## config.mk

```make
export PLATFORM = sky130hd
export DESIGN_NAME = instr_fetch_ctrl
export DESIGN_NICKNAME = d
export VERILOG_FILES = /design/src/rtl/risc_pkg.sv /design/src/rtl/fetch_fifo.sv /design/src/rtl/instr_fetch_ctrl.sv
export SDC_FILE = /design/constraint.sdc
export NUM_CORES = 1
export LEC_CHECK = 0
export CAP_MARGIN = 30
export CORE_AREA = 2 2 93 95
export CTS_CLUSTER_SIZE = 25
export DETAILED_ROUTE_END_ITERATION = 16
export DIE_AREA = 0 0 95 97
export PLACE_DENSITY = 0.74
export SLEW_MARGIN = 20
export SYNTH_ARGS = -nofsm -noshare
export SYNTH_HDL_FRONTEND = slang
export SYNTH_HIERARCHICAL = 1
export SYNTH_SLANG_ARGS = --single-unit
```

## constraint.sdc

```tcl
create_clock -name clk -period 4.72 [get_ports clk]
set_input_delay 0.944 -clock clk [delete_from_list [all_inputs] [get_ports clk]]
set_output_delay 0.944 -clock clk [all_outputs]
set_load 0.01 [all_outputs]
```

## src/rtl/risc_pkg.sv

```systemverilog
// Shared fetch-path types: address/instruction widths, fetch FSM states,
// the prefetch entry layout and small arithmetic helpers.
package risc_pkg;

    localparam int PC_W    = 16;
    localparam int INSTR_W = 16;
    localparam int CNT_W   = 32;

    typedef enum logic {
        FETCH_RUN  = 1'b0,
        FETCH_HALT = 1'b1
    } fetch_state_e;

    typedef struct packed {
        logic [PC_W-1:0]    pc;
        logic [INSTR_W-1:0] instr;
    } fetch_entry_t;

    // Instructions are halfword aligned; the low address bit is never meaningful.
    function automatic logic [PC_W-1:0] align_pc(input logic [PC_W-1:0] pc);
        return {pc[PC_W-1:1], 1'b0};
    endfunction

    function automatic logic [CNT_W-1:0] sat_inc(input logic [CNT_W-1:0] value);
        return (&value) ? value : value + CNT_W'(1);
    endfunction

endpackage

```

## src/rtl/fetch_fifo.sv

```systemverilog
// DEPTH-entry synchronous prefetch FIFO with flush; head entry is presented
// straight from storage and reads as zero while the FIFO is empty.
module fetch_fifo
    import risc_pkg::*;
#(
    parameter int DEPTH = 2
) (
    input  logic         clk,
    input  logic         rst_n,
    input  logic         flush,
    input  logic         push,
    input  fetch_entry_t push_entry,
    input  logic         pop,
    output fetch_entry_t head,
    output logic         full,
    output logic         empty
);

    localparam int AW = (DEPTH > 1) ? $clog2(DEPTH) : 1;

    fetch_entry_t   mem [DEPTH];
    logic [AW-1:0]  wr_ptr;
    logic [AW-1:0]  rd_ptr;
    logic [AW:0]    count;
    logic           do_push;
    logic           do_pop;

    assign full  = (count == (AW+1)'(DEPTH));
    assign empty = (count == '0);

    // A push into a full FIFO is legal only when the head leaves on the same edge.
    assign do_pop  = pop && !empty && !flush;
    assign do_push = push && (!full || do_pop) && !flush;

    // NOTE: storage carries no reset; validity lives entirely in count, so
    // stale slots are never observable and the array can map onto plain flops/RAM.
    always_ff @(posedge clk) begin
        if (do_push) begin
            mem[wr_ptr] <= push_entry;
        end
    end

    // NOTE: all sequential state uses non-blocking assignments so every
    // register samples pre-edge values regardless of process order.
    always_ff @(posedge clk or negedge rst_n) begin
        if (!rst_n) begin
            wr_ptr <= '0;
            rd_ptr <= '0;
            count  <= '0;
        end else if (flush) begin
            wr_ptr <= '0;
            rd_ptr <= '0;
            count  <= '0;
        end else begin
            if (do_push) begin
                wr_ptr <= wr_ptr + AW'(1);
            end
            if (do_pop) begin
                rd_ptr <= rd_ptr + AW'(1);
            end
            case ({do_push, do_pop})
                2'b10:   count <= count + (AW+1)'(1);
                2'b01:   count <= count - (AW+1)'(1);
                default: count <= count;
            endcase
        end
    end

    assign head = empty ? '0 : mem[rd_ptr];

endmodule

```

## src/rtl/instr_fetch_ctrl.sv

```systemverilog
// Instruction fetch controller: sequential prefetch into a small buffer,
// redirect flush, halt. Optional perf counters under `FETCH_PERF_CNT_EN.
module instr_fetch_ctrl
    import risc_pkg::*;
#(
    parameter int              DEPTH    = 2,
    parameter logic [PC_W-1:0] RESET_PC = 16'h0000
) (
    input  logic               clk,
    input  logic               rst_n,
    output logic [PC_W-1:0]    imem_pc,
    input  logic [INSTR_W-1:0] imem_instr,
    output logic               dec_valid,
    input  logic               dec_ready,
    output logic [INSTR_W-1:0] dec_instr,
    output logic [PC_W-1:0]    dec_pc,
    input  logic               redirect_valid,
    input  logic [PC_W-1:0]    redirect_pc,
    input  logic               halt,
    output logic               fetch_idle
`ifdef FETCH_PERF_CNT_EN
    ,
    output logic [CNT_W-1:0]   perf_fetch_cnt,
    output logic [CNT_W-1:0]   perf_stall_cnt
`endif
);

    fetch_state_e    state_q;
    fetch_state_e    state_d;
    logic [PC_W-1:0] fetch_pc_q;
    logic [PC_W-1:0] fetch_pc_d;
    logic            fifo_push;
    logic            fifo_pop;
    logic            fifo_flush;
    logic            fifo_full;
    logic            fifo_empty;
    fetch_entry_t    push_entry;
    fetch_entry_t    head_entry;

    assign imem_pc    = fetch_pc_q;
    assign push_entry = '{pc: fetch_pc_q, instr: imem_instr};

    always_ff @(posedge clk or negedge rst_n) begin
        if (!rst_n) begin
            state_q    <= FETCH_RUN;
            fetch_pc_q <= RESET_PC;
        end else begin
            state_q    <= state_d;
            fetch_pc_q <= fetch_pc_d;
        end
    end

    // NOTE: every output of this block gets a default first, so no path
    // through the branches can leave a latch behind.
    always_comb begin
        state_d    = state_q;
        fetch_pc_d = fetch_pc_q;
        fifo_push  = 1'b0;
        fifo_pop   = 1'b0;
        fifo_flush = 1'b0;

        // The mode follows halt one edge later, independent of redirects.
        case (state_q)
            FETCH_RUN:  if (halt)  state_d = FETCH_HALT;
            FETCH_HALT: if (!halt) state_d = FETCH_RUN;
            default:    state_d = FETCH_RUN;
        endcase

        if (redirect_valid) begin
            fifo_flush = 1'b1;
            fetch_pc_d = align_pc(redirect_pc);
        end else begin
            fifo_pop = !fifo_empty && dec_ready;
            if (state_q == FETCH_RUN && (!fifo_full || fifo_pop)) begin
                fifo_push  = 1'b1;
                fetch_pc_d = fetch_pc_q + PC_W'(2);
            end
        end
    end

    fetch_fifo #(
        .DEPTH (DEPTH)
    ) u_fifo (
        .clk        (clk),
        .rst_n      (rst_n),
        .flush      (fifo_flush),
        .push       (fifo_push),
        .push_entry (push_entry),
        .pop        (fifo_pop),
        .head       (head_entry),
        .full       (fifo_full),
        .empty      (fifo_empty)
    );

    assign dec_valid  = !fifo_empty;
    assign dec_pc     = head_entry.pc;
    assign dec_instr  = head_entry.instr;
    assign fetch_idle = (state_q == FETCH_HALT) && fifo_empty;

`ifdef FETCH_PERF_CNT_EN
    // Counters survive redirects; only reset clears them.
    always_ff @(posedge clk or negedge rst_n) begin
        if (!rst_n) begin
            perf_fetch_cnt <= '0;
            perf_stall_cnt <= '0;
        end else begin
            if (fifo_push) begin
                perf_fetch_cnt <= sat_inc(perf_fetch_cnt);
            end
            if (dec_valid && !dec_ready) begin
                perf_stall_cnt <= sat_inc(perf_stall_cnt);
            end
        end
    end
`endif

endmodule

```

# Yosys cells after proc, flatten, opt, wreduce, memory -nomap -nowiden
# Memories as Yosys holds them, arrays and structs flattened.
# Cells that the tools add are included.
[op_classes]
n_mux = 16
bitwise_logic = 1
reduce_logical = 17
n_eq_ne = 3
n_addsub = 5
[op_table]
columns = ["operator", "count"]
rows = [
  ["16-bit 2-to-1 mux", 2],
  ["32-bit 2-to-1 mux", 1],
  ["16-bit by 2-bit adder with 16-bit output, second input constant", 1],
  ["1-bit 2-to-1 mux", 11],
  ["1-bit logical AND", 7],
  ["2-bit nonzero test", 3],
  ["2-bit == test, second input constant", 2],
  ["2-bit case mux with 2 select lines", 1],
  ["1-bit logical NOT", 3],
  ["3-bit nonzero test", 1],
  ["1-bit adder, second input constant", 2],
  ["2-bit by 1-bit adder with 2-bit output, second input constant", 1],
  ["2-bit by 1-bit == test with 1-bit output, second input constant", 1],
  ["2-bit logical NOT", 1],
  ["1-bit logical OR", 2],
  ["2-bit 2-to-1 mux", 1],
  ["2-bit by 1-bit subtractor with 2-bit output, second input constant", 1],
  ["1-bit inverter", 1],
]
[word_totals]
wordCells = 48
reg_bits = 21
in_bits = 37
n_memories = 1
ramBits = 64
[memory_table]
columns = ["memory", "words", "width", "read_ports", "rd_clocked_by_memory_dff", "wr", "line_no", "rtl"]
rows = [
  ["u_fifo.mem", 2, 32, 1, 0, 1, "fetch_fifo.sv:21", "fetch_entry_t mem [DEPTH];"],
]

# Longest topological paths before layout
# Gate-level depths: netlist of run 1.
[logic_depth]
word_depth = 12
ltp_mapped = 9
ltp_nobuf = 7

# Hierarchy
# Netlist of run 1, hierarchy kept.
[modules_own_cells]
columns = ["mod", "area_each_um2", "n_inst", "cells_each", "seq_area_each_um2"]
rows = [
  ["fetch_fifo", 2646.3, 1, 160, 2021.9],
  ["instr_fetch_ctrl", 964.7, 1, 108, 400.4],
]

# Worst setup path after synthesis of run 1
# No wires, ideal clock.
[synth_timing]
path_kind = "input to register"
start = "input dec_ready"
end = "memory u_fifo/mem[1][0] (netlist bit) (enable)"
t_arrival_ns = 4.242
setup_time_ns = 0.468
t_required_ns = 4.252
setup_slack_ns = 0.011
path_stages = 7
path_buffers = 1
path_cell_list = "nand2b_2 -> buf_6 -> a21oi_1 -> and2_1 -> inv_1 -> a21o_1 -> nor3b_1"
[synth_between]
elab_chain_len = 9
[synth_rtl]
columns = ["item", "line_no", "rtl"]
rows = [
  ["start: declaration", "instr_fetch_ctrl.sv:14", "input logic dec_ready,"],
  ["1-bit logical AND", "instr_fetch_ctrl.sv:73", "fifo_pop = !fifo_empty && dec_ready;"],
  ["1-bit logical OR", "instr_fetch_ctrl.sv:74", "if (state_q == FETCH_RUN && (!fifo_full || fifo_pop)) begin"],
  ["1-bit logical AND", "instr_fetch_ctrl.sv:74", ""],
  ["1-bit 2-to-1 mux", "instr_fetch_ctrl.sv:74", ""],
  ["1-bit 2-to-1 mux", "instr_fetch_ctrl.sv:69", "if (redirect_valid) begin"],
  ["named net fifo_push", "instr_fetch_ctrl.sv:32", "logic fifo_push;"],
  ["1-bit logical AND (2 in series)", "fetch_fifo.sv:33", "assign do_push = push && (!full || do_pop) && !flush;"],
  ["1-bit 2-to-1 mux", "fetch_fifo.sv:38", "if (do_push) begin"],
  ["1-bit 2-to-1 mux (not written as such)", "fetch_fifo.sv:39", "mem[wr_ptr] <= push_entry;"],
  ["end: declaration", "fetch_fifo.sv:21", ""],
]
# The timed path passes the listed nets, and every way through them passes these cells.

# Worst setup path in the final report of run 1
[layout_timing]
start = "input dec_ready"
end = "memory u_fifo/mem[1][20] (netlist bit) (enable)"
# Same word-level chain as after synthesis.

==> summary by stage, run 1 <==
Cells and area
From synthesis to final layout, the design area changed by 34.23%. Of the cells placed in the final design, the portion with a size suffix greater than 1 is 10.16%. The non-filler instance count after layout is 469. The final-stage net count is 397. The number of antenna diodes in the final layout is 0. The utilization after layout is 59.59%.

The final design instance area without fill is 4847 sq um.

Floorplanning
The effective utilization at floorplan is 44.39%. The number of placement rows is 33. The overall die area is 9215 sq um. The floorplan step defined a core boundary enclosing 8134 sq um. In this run the count of I/O pins placed on the die edge is 87. The die is 97 um tall. The die is 95 um wide.

Setup path
The startpoint of the worst-slack reg-to-reg timing path is u_fifo/count[0]$_DFFE_PN0P_. The endpoint identified for the worst register-to-register timing path is u_fifo/mem[1][20]$_DFFE_PP_. The critical path is of the in -> reg type. For this design, the slowest cell found on the critical path is clkdlybuf4s50_1.

The worst setup path is captured at a flip-flop. The critical path goes through clkdlybuf4s50_1 -> nand2b_2 -> a21oi_1 -> and2_1 -> inv_1 -> a21o_1 -> nor3b_2 -> buf_4. Following the worst setup path forward leads to its endpoint at u_fifo/mem[1][20]$_DFFE_PP_. The longest individual stage delay on the worst path is 490 ps. The buffer and inverter count on the worst path is 3.

STA classifies the critical path startpoint as a primary input. The maximum fanout count along the critical path is 32. The length in cells of the worst reg-to-reg path is 8.

The data required time at the worst endpoint is 4720 ps. In this run the worst setup path begins at dec_ready. The number of stages on the worst setup path is 8. The setup check on the worst reg-to-reg path leaves a slack of 2110 ps.

The data arrival time of the critical path is 3070 ps. The family with the most delay on the worst path is buffers and inverters.

Min path
The class of the tightest hold or removal check is reg -> reg. Counting instances, the worst hold path has a depth of 0.

Routing
The first detailed-routing pass took 4 iterations. The routed length per instance is 15.21 um. The number of violations reported at the end of detailed-routing iteration 0 is 90. The final routed wirelength across all metal layers is 7134 um.

The DRC violation count after routing is 0. The post-route antenna net violation count is 0. The number of vias in the routed layout is 2,376.

Using the TritonRoute via totals, the vias-per-cell ratio works out to 5.066.

Global route
The wire length of the first global-routing pass is 11,500 um. For this run the aggregate overflow at the end of global routing stands at 0. The maximum number of pins on one net before global-route repair is 36. The global router's overall resource usage is 16.45%. The initial antenna violation count is 0. The via count of the first global-routing pass was 2,366.

STA
Setup violations remaining at the end of the flow were counted as 0. The count of final hold-check violations was 0. After layout, the worst path uses 65.13% of the clock period.

The routed design could run at a clock period as short as 3074 ps. The clock tree skew after final layout is 8.304 ps. The final worst hold slack is 506.4 ps. The post-route setup TNS is 0 ps. Setup slack closes at 1646 ps.

Setup repair after global routing left no endpoint under its margin. Derived from the worst setup path, the maximum achievable clock frequency is 325.3 MHz. At the pin with the least slew margin, the transition time is 537.0 ps. The number of pins with negative max-slew slack in the final report is 0. In this run the tightest slew margin relative to its limit is 63.27%.

Clocking
In this run the number of H-tree levels came out at 3. TritonCTS built the clock tree. The number of buffers inserted during clock tree synthesis is 9.

The clock tree buffer depth is 2. The post-CTS resize count is 0. The clock-pin slew of the registers on the worst-case setup and hold paths is 80 ps. The clock insertion delay at the later pin of the skew report is 340 ps.

After clock tree synthesis, the flow added hold-fix buffers numbering 0. In this run the post-CTS setup repair buffer count came out at 0. CTS placed an instance of clkbuf_8 at the clock tree root. Counting every sink on the clock net gives 84.

Yosys
The mapped netlist covers 3611 sq um. Yosys printed 6 warnings. Sorting the synthesized cells by how often they occur yields edfxtp_1 (64), nor2_1 (42), mux2i_1 (33). The fraction of post-synthesis cell area in the top cell type by area is 53.22%. Yosys attributes the largest share of cell area to edfxtp_1 (53%), dfrtp_1 (14%), mux2i_1 (9.1%). For this run, the register share of the synthesized area comes to 67.08%.

In this run, synthesis produced a sequential element count of 84. The synthesized area per cell is 13.47 sq um. The number of unique standard cell types used by synthesis is 41. The number of enable flip-flop cells after synthesis is 64. The biggest area contributor in the post-synthesis netlist is edfxtp_1.

Synthesis produced a netlist whose cell count is 268. In the synthesized netlist the dominant register cell turns out to be edfxtp_1. By instance count, the leading cell after synthesis is edfxtp_1. Counting flops with an async set or reset pin after synthesis yields a share of 23.81%.

Run status
The run finished with clean final reports.

Place
The placed instances occupy a cell area of 4566 sq um. The final HPWL from detailed placement is 4783 um. The setup slack after placement is 1278 ps. Input and output buffers added on the ports amount to 84. The congestion estimate from routability-driven global placement came to 0.7590. The number of instances in the placed design is 451.

Pwr
The maximum resistive drop on vdd is 165.1 uV. The analysis attributes to cell leakage a power of 1.644 nW. For this design the ratio of total power to cell area is 343.3 nW/um^2.

Power comes to 1.664 mW.

Job
The max-capacitance violation count is 0.
==> logic make-up after synthesis <==
family / synth area share [%]
mux: 9.563
xor+xnor: 2.183
flops: 67.08
fa+ha+maj: 0.3464
compound gates: 6.757
simple gates: 10.81
buf+inv: 3.153
other cells: 0.1039
==> worst reg2reg max path, delay by kind of cell, from the launching register on <==
family | cells | cell delay [ps]
buffers and inverters | 2 | 490
flip-flops | 1 | 450
AND/OR/NAND/NOR | 4 | 760
AO/OA/AOI/OAI | 2 | 550
==> placed cells by master, fill, tap and decap left out, types with 2 or more instances in the layout <==
cell	n
buf_4	5
nor2b_2	2
conb_1	3
inv_1	10
nor2_1	41
dfrtp_1	19
nand2_1	13
clkdlybuf4s50_1	84
a21o_1	2
bufinv_16	3
nand3b_1	2
inv_6	2
nand3_1	4
edfxtp_1	64
xnor2_1	8
a21o_2	2
o31ai_1	3
a211oi_1	7
clkbuf_8	9
or4_1	3
clkinvlp_4	2
a2111oi_0	2
a31oi_1	5
mux2i_1	33
o21ai_0	12
nor3_1	2
==> where the power goes <==
group	total, mW	switching (mW)	internal [mW]
combinational	0.192	0.0856	0.107
sequential	0.862	0.0322	0.829
clock	0.610	0.255	0.355
total	1.66	0.373	1.29
==> flip-flops by register name, summed over array words and instances, names as in the netlist <==
signal         cells
imem_pc           15
u_fifo/wr_ptr      1
u_fifo/mem        64
state_q            1
u_fifo/rd_ptr      1
u_fifo/count       2
==> how the worst min path moves through the flow <==
stage                                        from                          end
after floorplan           imem_pc[15]$_DFFE_PN0P_  u_fifo/mem[0][31]$_DFFE_PP_
after global placement    imem_pc[15]$_DFFE_PN0P_  u_fifo/mem[0][31]$_DFFE_PP_
after detailed placement  imem_pc[15]$_DFFE_PN0P_  u_fifo/mem[1][31]$_DFFE_PP_
after CTS                 imem_pc[15]$_DFFE_PN0P_  u_fifo/mem[0][31]$_DFFE_PP_
after global routing      imem_pc[15]$_DFFE_PN0P_  u_fifo/mem[0][31]$_DFFE_PP_
final                     imem_pc[15]$_DFFE_PN0P_  u_fifo/mem[0][31]$_DFFE_PP_
==> metal layers <==
layer	vias to the layer above	part of all wire (%)	GRT usage, %
met3	4	7.6	5.530
li1	1161	-	-
met4	0	0.38	3.679
met1	1136	43	20.59
met2	75	49	27.55
met5	-	0	0
==> final cells by class <==
type                       count  area, sq um
fill                         659         3287
timing repair buffer          91        913.4
multi-input combinational    163         1095
clock buffer                   9        123.9
inverter                      10        37.54
sequential                    84         2424
tap                          105        131.4
clock inverter                 7        122.6
Note: power is estimated with default switching activity, not from simulation.
==> run 2, diff against run 1 <==
- clock period: 4.72 -> 2.7 ns (I/O delays scaled with it)
==> summary by stage, run 2 (synthesis gave the netlist of run 1 again) <==
Setup path
The longest individual stage delay on the worst path is 510 ps. The worst setup path is of the reg -> out kind. Walking the worst path, the cells encountered are nor2_4 -> buf_4 -> nor2_1 -> clkdlybuf4s50_1. STA puts the critical path data required time at 2160 ps.

The element type at the critical path end is a primary output. The critical path launch point type is a flip-flop. The startpoint identified for the worst register-to-register timing path is u_fifo/count[1]$_DFFE_PN0P_.

The worst register-to-register path has a setup slack of 530 ps. The endpoint identified for the worst register-to-register timing path is u_fifo/mem[1][23]$_DFFE_PP_. The master of the slowest instance on the critical path is clkdlybuf4s50_1. Of all nets on the critical path, the largest fanout is 33. Data arrives at the worst endpoint at 1950 ps. Measured in cells, the most critical reg-to-reg path has a length of 7.

Min path
The class of the tightest hold or removal check is reg -> reg. The number of cells traversed by the worst hold path is 0. The worst hold path begins at imem_pc[15]$_DFFE_PN0P_.

The worst hold path terminates at u_fifo/mem[1][31]$_DFFE_PP_.

Place
The number of port buffers is 84. Summed over all nets, the half-perimeter wirelength after detailed placement is 4921 um. At the placement stage, the worst setup path has a slack of 122.5 ps. At the end of routability-driven placement, the weighted congestion stood at 0.7639.

STA
The tightest slew margin relative to the limit is 59.82%. Setup violations remaining at the end of the flow were counted as 0. At the pin with the least slew margin, the transition time is 600.9 ps. For the final routed database, the setup TNS stands at 0 ps. The shortest clock period the worst path allows after layout is 2488 ps. The clock tree skew after final layout is 6.867 ps. Setup repair after global routing left no endpoint under its margin.

The number of pins with negative max-slew slack in the final report was 0. The post-layout worst setup margin is 211.7 ps. In the finished design, the share of the clock period the worst path needs comes to 92.16%. The count of final hold-check violations is 0. The maximum clock frequency is 401.9 MHz.

Clocking
The CTS H-tree depth is 3. The number of buffers inserted during clock tree synthesis is 9. The post-CTS resize count is 0. The number of buffers added for setup after CTS is 0. The clock passes through at most 2 buffers. Clock latency on the worst-skew pair, taken at its later pin, is 350 ps.

The clock-pin slew of the registers on the worst-case setup and hold paths is 90 ps. The clock tree root buffer cell is clkbuf_8. The number of buffers inserted for hold repair after clock tree synthesis is 0. The clock sink total is 84. The clock tree from TritonCTS is built.

Cells and area
In the layout the commonest cells are clkdlybuf4s50_1 (84), edfxtp_1 (64), nor2_1 (41). The filler cells instantiated in the layout total 666. The library cell used most frequently in the layout, excluding fill and tap cells, is clkdlybuf4s50_1. The number of antenna diodes in the final layout is 0. The final-stage net count is 400. Registers take 2424 sq um. The proportion of layout cells with a drive suffix above 1 is 11.72%.

The register name with the most flops is u_fifo/mem. The flip-flop count of the largest register after layout is 64. The area of the multi-input gates is 1139 sq um.

The relative area change from synthesis to final layout is 35.90%. The utilization after layout is 60.33%.

Pwr
For this design the ratio of total power to cell area is 578.6 nW/um^2. In this run the static leakage power is 1.671 nW. The worst-case IR drop observed on VDD is 273.2 uV.

Global route
The first global-routing pass estimated 11,410 um of wire. The initial antenna violation count is 0. The maximum number of pins on one net before global-route repair is 34. The via count of the first global-routing pass came to 2,284. For this run, the total global-route usage over all layers was measured as 16.16%. The total grt overflow is 0.

Run status
The run finished with clean final reports.

Floorplanning
The core region is 8134 sq um. The number of top-level pins is 87. The die boundary height is 97 um. The effective utilization at floorplan is 44.39%. The overall die area is 9215 sq um. After floorplanning, the core was divided into 33 placement rows.

Measured along the x axis, the die boundary spans 95 um.

Routing
In this run the remaining antenna-violating nets after routing total 0. The DRC violation count after routing is 0. The detailed router finished its first iteration with 82 violations. After detailed routing, the number of vias per cell comes to 5.017. The pre-antenna-repair detailed-routing pass consisted of 4 iterations. The final routed wirelength across all metal layers is 7120 um. The routed length per instance is 15.08 um.

The number of vias in the routed layout is 2,368.

Job
Max-cap violations in this run came to 0.
run 2: layer usage:
layer  up-vias  GRT usage (%)  routed length, um
met5         -              0                  0
met4         0          6.020                 73
met3         8          3.349                451
met2        80          26.24               3443
met1      1122          21.25               3152
li1       1158              -                  -
run 2: worst max-delay path by stage:
stage | startpoint | endpoint | slack (ps) | depth (start not counted)
final | u_fifo/count[1]$_DFFE_PN0P_ | dec_pc[7] | 210 | 4
after global routing | u_fifo/count[1]$_DFFE_PN0P_ | dec_pc[1] | 80 | 4
after CTS | u_fifo/count[1]$_DFFE_PN0P_ | dec_pc[1] | 160 | 4
after detailed placement | dec_ready | u_fifo/mem[1][16]$_DFFE_PP_ | 120 | 8
after global placement | dec_ready | u_fifo/mem[1][0]$_DFFE_PP_ | 140 | 8
after floorplan | u_fifo/count[0]$_DFFE_PN0P_ | u_fifo/mem[1][0]$_DFFE_PP_ | -40 | 9
run 2: final cells by class:
cell class | count | share of cell area (%)
sequential | 84 | 49.39
multi-input combinational | 163 | 23.20
timing repair buffer | 94 | 19.43
tap | 105 | 2.677
clock buffer | 9 | 2.524
clock inverter | 7 | 2.014
inverter | 10 | 0.7649
run 2: worst max-delay path: cells and delay by family (launching register included):
family	cells	cell delay, ps
simple gates	2	270
buf+inv	2	860
flops	1	450
run 2: stage by stage:
step,power [mW],hold slack (ps),cell area (sq um),cells
after floorplan,1.677,244.4,3681,270
after global placement,1.878,495.7,4684,456
after detailed placement,1.889,511.0,4684,456
after CTS,2.869,525.5,4907,472
after global routing,2.949,561.0,4907,472
final,2.840,527.3,4907,472
run 2: report_power, final:
group	internal [mW]	leakage (nW)	switching (mW)
logic	0.194	0.743	0.153
registers	1.45	0.823	0.0588
clock network	0.527	0.105	0.457
total	2.17	1.67	0.668
